## config.mk

```make
export PLATFORM = sky130hd
export DESIGN_NAME = spi_dac_writer
export DESIGN_NICKNAME = d
export VERILOG_FILES = /design/src/rtl/spi_dac_writer.sv
export SDC_FILE = /design/constraint.sdc
export NUM_CORES = 1
export LEC_CHECK = 0
export BUFFER_PORTS_ARGS = -buffer_cell sky130_fd_sc_hd__buf_2
export CAP_MARGIN = 20
export CORE_UTILIZATION = 25
export CTS_BUF_LIST = sky130_fd_sc_hd__clkbuf_8
export DETAILED_ROUTE_END_ITERATION = 8
export HOLD_SLACK_MARGIN = 0.03
export RECOVER_POWER = 100
export SKIP_LAST_GASP = 1
export SYNTH_ARGS = -nofsm -noshare
export SYNTH_HDL_FRONTEND = slang
export SYNTH_SLANG_ARGS = --single-unit
```

## constraint.sdc

```tcl
create_clock -name clk -period 1.6 [get_ports clk]
set_input_delay 0.08 -clock clk [delete_from_list [all_inputs] [get_ports clk]]
set_output_delay 0.08 -clock clk [all_outputs]
set_load 0.02 [all_outputs]
```

## src/rtl/spi_dac_writer.sv

```systemverilog
// spi_dac_writer
//   SPI master (mode 0) for multi-channel serial DACs. Each accepted write is
//   sent as one frame {chan, CFG_WORD, data}, MSB first, framed by cs_n. After
//   the frame it can optionally pulse ldac_n so the DAC latches the new code.
//
// Ports
//   clk, rst              system clock, synchronous active-high reset
//   in_valid / in_ready   write handshake; in_ready is high only when idle
//   in_chan, in_data      target channel and DAC code
//   in_ldac               pulse ldac_n after this frame
//   busy                  a write is in progress
//   done                  1-cycle pulse when the unit returns to idle after a frame
//   err                   1-cycle pulse when in_chan is out of range (write dropped)
//   cs_n, sclk, sdo       SPI pins (sclk idles low, sdo changes on the falling edge)
//   ldac_n                DAC latch strobe, active low

module spi_dac_writer #(
  parameter int CHANNELS    = 2,
  parameter int DATA_BITS   = 12,
  parameter int CFG_BITS    = 3,
  parameter logic [CFG_BITS-1:0] CFG_WORD = 3'b011,
  parameter int HALF_CYCLES = 1,
  parameter int CSS_CYCLES  = 1,
  parameter int CSH_CYCLES  = 2,
  parameter int LDAC_CYCLES = 1,
  localparam int CH_W = (CHANNELS > 1) ? $clog2(CHANNELS) : 1
) (
  input  logic                 clk,
  input  logic                 rst,
  input  logic                 in_valid,
  output logic                 in_ready,
  input  logic [CH_W-1:0]      in_chan,
  input  logic [DATA_BITS-1:0] in_data,
  input  logic                 in_ldac,
  output logic                 busy,
  output logic                 done,
  output logic                 err,
  output logic                 cs_n,
  output logic                 sclk,
  output logic                 sdo,
  output logic                 ldac_n
);

  localparam int FRAME_BITS = CH_W + CFG_BITS + DATA_BITS;

  // One shared phase counter serves every timed state, so it is sized for the
  // longest of them. It always restarts at zero on a state change.
  localparam int MAX_1   = (CSS_CYCLES > HALF_CYCLES) ? CSS_CYCLES : HALF_CYCLES;
  localparam int MAX_2   = (CSH_CYCLES > LDAC_CYCLES) ? CSH_CYCLES : LDAC_CYCLES;
  localparam int MAX_CYC = (MAX_1 > MAX_2) ? MAX_1 : MAX_2;
  localparam int CNT_W   = (MAX_CYC > 1) ? $clog2(MAX_CYC) : 1;
  localparam int BIT_W   = (FRAME_BITS > 1) ? $clog2(FRAME_BITS) : 1;

  localparam logic [CNT_W-1:0] CSS_LAST  = CNT_W'(CSS_CYCLES - 1);
  localparam logic [CNT_W-1:0] HALF_LAST = CNT_W'(HALF_CYCLES - 1);
  localparam logic [CNT_W-1:0] CSH_LAST  = CNT_W'(CSH_CYCLES - 1);
  localparam logic [CNT_W-1:0] LDAC_LAST = CNT_W'(LDAC_CYCLES - 1);
  localparam logic [BIT_W-1:0] BIT_LAST  = BIT_W'(FRAME_BITS - 1);
  localparam logic [CH_W:0]    CHAN_LIMIT = (CH_W + 1)'(CHANNELS);

  typedef enum logic [2:0] {IDLE, CSS, LOW, HIGH, CSH, LDAC} state_t;

  state_t                  state, next_state;
  logic [CNT_W-1:0]        cnt;
  logic [BIT_W-1:0]        bit_idx;
  logic [FRAME_BITS-1:0]   shreg;
  logic                    ldac_req;
  logic                    accept;
  logic                    chan_bad;
  logic                    cnt_last;
  logic                    load;
  logic                    shift;

  // Handshake decode. The channel check is done one bit wider than in_chan so
  // that a CHANNELS value of exactly 2**CH_W still compares correctly.
  always_comb begin
    accept   = in_valid && (state == IDLE);
    chan_bad = {1'b0, in_chan} >= CHAN_LIMIT;
    load     = accept && !chan_bad;
  end

  // Terminal count of the phase counter for whichever timed state we are in.
  always_comb begin
    cnt_last = 1'b0;
    case (state)
      CSS:       cnt_last = (cnt == CSS_LAST);
      LOW, HIGH: cnt_last = (cnt == HALF_LAST);
      CSH:       cnt_last = (cnt == CSH_LAST);
      LDAC:      cnt_last = (cnt == LDAC_LAST);
      default:   cnt_last = 1'b0;
    endcase
  end

  // Next-state logic: a frame is CSS, then LOW/HIGH per bit, then CSH and an
  // optional LDAC strobe before returning to IDLE.
  always_comb begin
    next_state = state;
    case (state)
      IDLE: if (load) next_state = CSS;
      CSS:  if (cnt_last) next_state = LOW;
      LOW:  if (cnt_last) next_state = HIGH;
      HIGH: if (cnt_last) next_state = (bit_idx == BIT_LAST) ? CSH : LOW;
      CSH:  if (cnt_last) next_state = ldac_req ? LDAC : IDLE;
      LDAC: if (cnt_last) next_state = IDLE;
      default: next_state = IDLE;
    endcase
  end

  // The shift happens only on HIGH->LOW, so the first bit is presented at CSS
  // entry and each later bit moves on the SCLK falling edge.
  assign shift = (state == HIGH) && cnt_last && (bit_idx != BIT_LAST);

  // State register plus the datapath registers and the done/err pulses.
  always_ff @(posedge clk) begin
    if (rst) begin
      state    <= IDLE;
      cnt      <= '0;
      bit_idx  <= '0;
      shreg    <= '0;
      ldac_req <= 1'b0;
      done     <= 1'b0;
      err      <= 1'b0;
    end else begin
      state <= next_state;
      cnt   <= (next_state != state) ? '0 : cnt + 1'b1;
      done  <= (state != IDLE) && (next_state == IDLE);
      err   <= accept && chan_bad;
      if (load) begin
        shreg    <= {in_chan, CFG_WORD, in_data};
        ldac_req <= in_ldac;
        bit_idx  <= '0;
      end else if (shift) begin
        shreg   <= {shreg[FRAME_BITS-2:0], 1'b0};
        bit_idx <= bit_idx + 1'b1;
      end
    end
  end

  // Pin outputs are pure functions of the state so they change on the same
  // edge as the state itself.
  always_comb begin
    in_ready = (state == IDLE);
    busy     = (state != IDLE);
    cs_n     = !((state == CSS) || (state == LOW) || (state == HIGH));
    sclk     = (state == HIGH);
    sdo      = cs_n ? 1'b0 : shreg[FRAME_BITS-1];
    ldac_n   = (state != LDAC);
  end

endmodule
```

==> out/qor.txt <==
DRT Pass-1 Iters - 3
DP Cell Count - 225
Worst Hold Class - primary input to flop
Net Count, Synth - 154
top cell type by total area after synthesis - dfxtp_1
Avg Inst Size Synth - 9.099 um^2
CP Max Fanout - 8
first-pass GRT wire length - 4064 um
status - finished, final reports clean
clock sinks - 26
# rows - 25
Synth area leaders - dfxtp_1 42%, a21oi_1 6.9%, a22oi_1 6.7%
area growth from synthesis to final layout - 18.50%
Total Wirelength - 2437 um
total negative slack - 0 ns
post-synthesis sequential area ratio - 42.06%
Iteration-0 DRC Markers - 71
Tot Pwr - 1.579 mW
type of the worst setup path - flop to primary output
Die Wd - 72.36 um
hold_ws - 0.04209 ns
VDD IR max - 0.0003231 V
Finished Core Util - 30.84%
cell area after synthesis - 1237 um^2
layout net count - 181
Die ar. - 5235 um^2
initial core utilization - 26.03%
# Post-CTS Setup Buffers - 0
io pins - 25
Max Cap Viol - 0
Slew Viols, Final - 0
cells after synthesis - 136
Min Clock Period, post-route - 1.520 ns
skew final - 0.009518 ns
Pleak - 0.5661 nW
routed vias/inst - 4.376
multi-input logic area - 603.1 um^2
Reg area - 521.8 um^2
DRC errors left - 0
clk_lat worst skew - 0.27 ns
antenna diode count - 0
RSZ-0062 raised after global routing - false
total global routing overflow - 0
final hold viol count - 0
Crit. End Element - primary output
clk buf depth - 2
Yosys cell types - 38
Placer Congestion - 0.7092
Worst-path clk slew - 0.09 ns
Core ar. - 4755 um^2
initial antenna violation count - 0
synth warn - 0
Yosys reg bits - 26
Total Routing Usage GR - 9.801%
share of layout cells above drive strength 1 - 27.78%
FILL cells - 527
CTS tree - built
top-area cell type share of the netlist area - 42.06%
die height - 72.36 um
Post-DP HPWL - 1748 um
drt wl/cell - 10.64 um
Non-Filler Instances - 229
Root Driver - clkbuf_8
CP arrival - 1.44 ns
largest net degree at the start of global routing - 23
vias in the first global route - 929
Antenna Nets Post-Route - 0
CTS H-Tree Depth - 1
fmax - 0.6578 GHz
PortBufs - 23
WP data required - 1.52 ns
CTS Hold Buffers Added - 0
crit start category - flop
Vias - 1002
CTS Buf Count - 3
period utilisation layout - 95.02%
pwr dens - 1077 nW/um^2
final setup vio count - 0
-- state kept, by name, summed over array words and instances (netlist names) --
name	flops
bit_idx	4
cnt	1
done	1
ldac_req	1
shreg	16
state	3
-- cell usage after synthesis --
library cell,instances
nand3_1,3
buf_6,4
dfxtp_1,26
nor2_2,2
or2_2,1
a221oi_2,1
and4bb_4,1
o32a_2,1
nor4b_4,1
and3_1,3
a21oi_2,1
nor4bb_1,1
xnor2_2,1
nor4_1,1
a21oi_1,17
a22oi_1,11
a311oi_1,1
nand2_1,18
inv_1,5
and2_4,1
buf_2,2
nor2_1,8
nor3_2,1
conb_1,1
ha_1,1
clkbuf_1,2
buf_12,1
mux2i_1,1
a22oi_2,2
nand3b_1,1
nor3_1,7
or2_1,1
nor3b_1,3
buf_4,1
xor2_1,1
and2b_2,1
o21ai_0,1
and4b_1,1
-- cell families (layout without fill, tap and decap cells) --
group,count (synthesis),in the layout,synth area share (%)
fa+ha+maj,1,1,1.011
xor+xnor,2,2,2.023
buf+inv,15,41,8.797
flops,26,26,42.06
compound gates,35,35,19.51
mux,1,1,0.8089
other cells,1,1,0.3030
simple gates,55,55,25.48
-- power breakdown --
group	internal, mW	total [mW]	switching (mW)
Sequential	0.696	0.735	0.0388
Clock	0.335	0.542	0.207
Combinational	0.133	0.302	0.169
Total	1.16	1.58	0.415
-- path summary, 6_finish.rpt --
check / slack, ns / to / cells after the start / startpoint
hold / removal: 0.04 / shreg[0] / 3 / in_data[0]
setup / recovery: 0.08 / sdo / 4 / state[0]
setup reg to reg: 0.12 / ldac_req / 5 / state[2]
hold reg to reg: 0.46 / shreg[15] / 2 / shreg[15]
-- layout make-up --
cell class	instances	share of cell area [%]
Timing Repair Buffer	32	11.43
Tap cell	67	5.717
Inverter	5	1.280
Clock buffer	3	2.816
Multi-Input combinational cell	95	41.13
Sequential cell	26	35.58
Clock inverter	1	2.048
-- worst max-delay path, cell delays in order, from the launching register on --
cell and delay, ns:
dfxtp_1 0.52, nor2_2 0.10, or2_2 0.30, nor2_1 0.09, clkbuf_2 0.17
-- per-layer routing --
layer	routed length [um]	global-route usage [%]	share of wire, %
met5	0	0	0
met4	21	3.268	0.86
met3	90	3.194	3.7
met2	1133	16.10	46
met1	1193	12.06	49
-- per-stage QoR --
stage,setup slack (ns),cell area [um^2]
global placement,0.1468,1414
detailed placement,0.06854,1414
finish,0.07976,1466
global route,0.005104,1466
floorplan,0.1530,1237
CTS,0.04012,1485
-- placed cells by master, fill, tap and decap left out, types with 2 or more instances in the layout --
cell      count
nor3b_1       3
clkbuf_1      4
a21oi_1      17
nand3_1       2
nor2_1        8
inv_1         5
nand2_1      18
nor2_2        2
nor3_1        8
clkbuf_8      3
a22oi_1      12
buf_2        18
buf_4         5
clkbuf_2      5
dfxtp_1      25
and3_1        3
-- repair_timing --
item | 4_1_cts | 5_1_grt
resized for setup | 0 | 3
hold endpoints to repair | 0 | 0
endpoints found under the setup margin | 0 | 13
(Power assumes the default switching activity.)
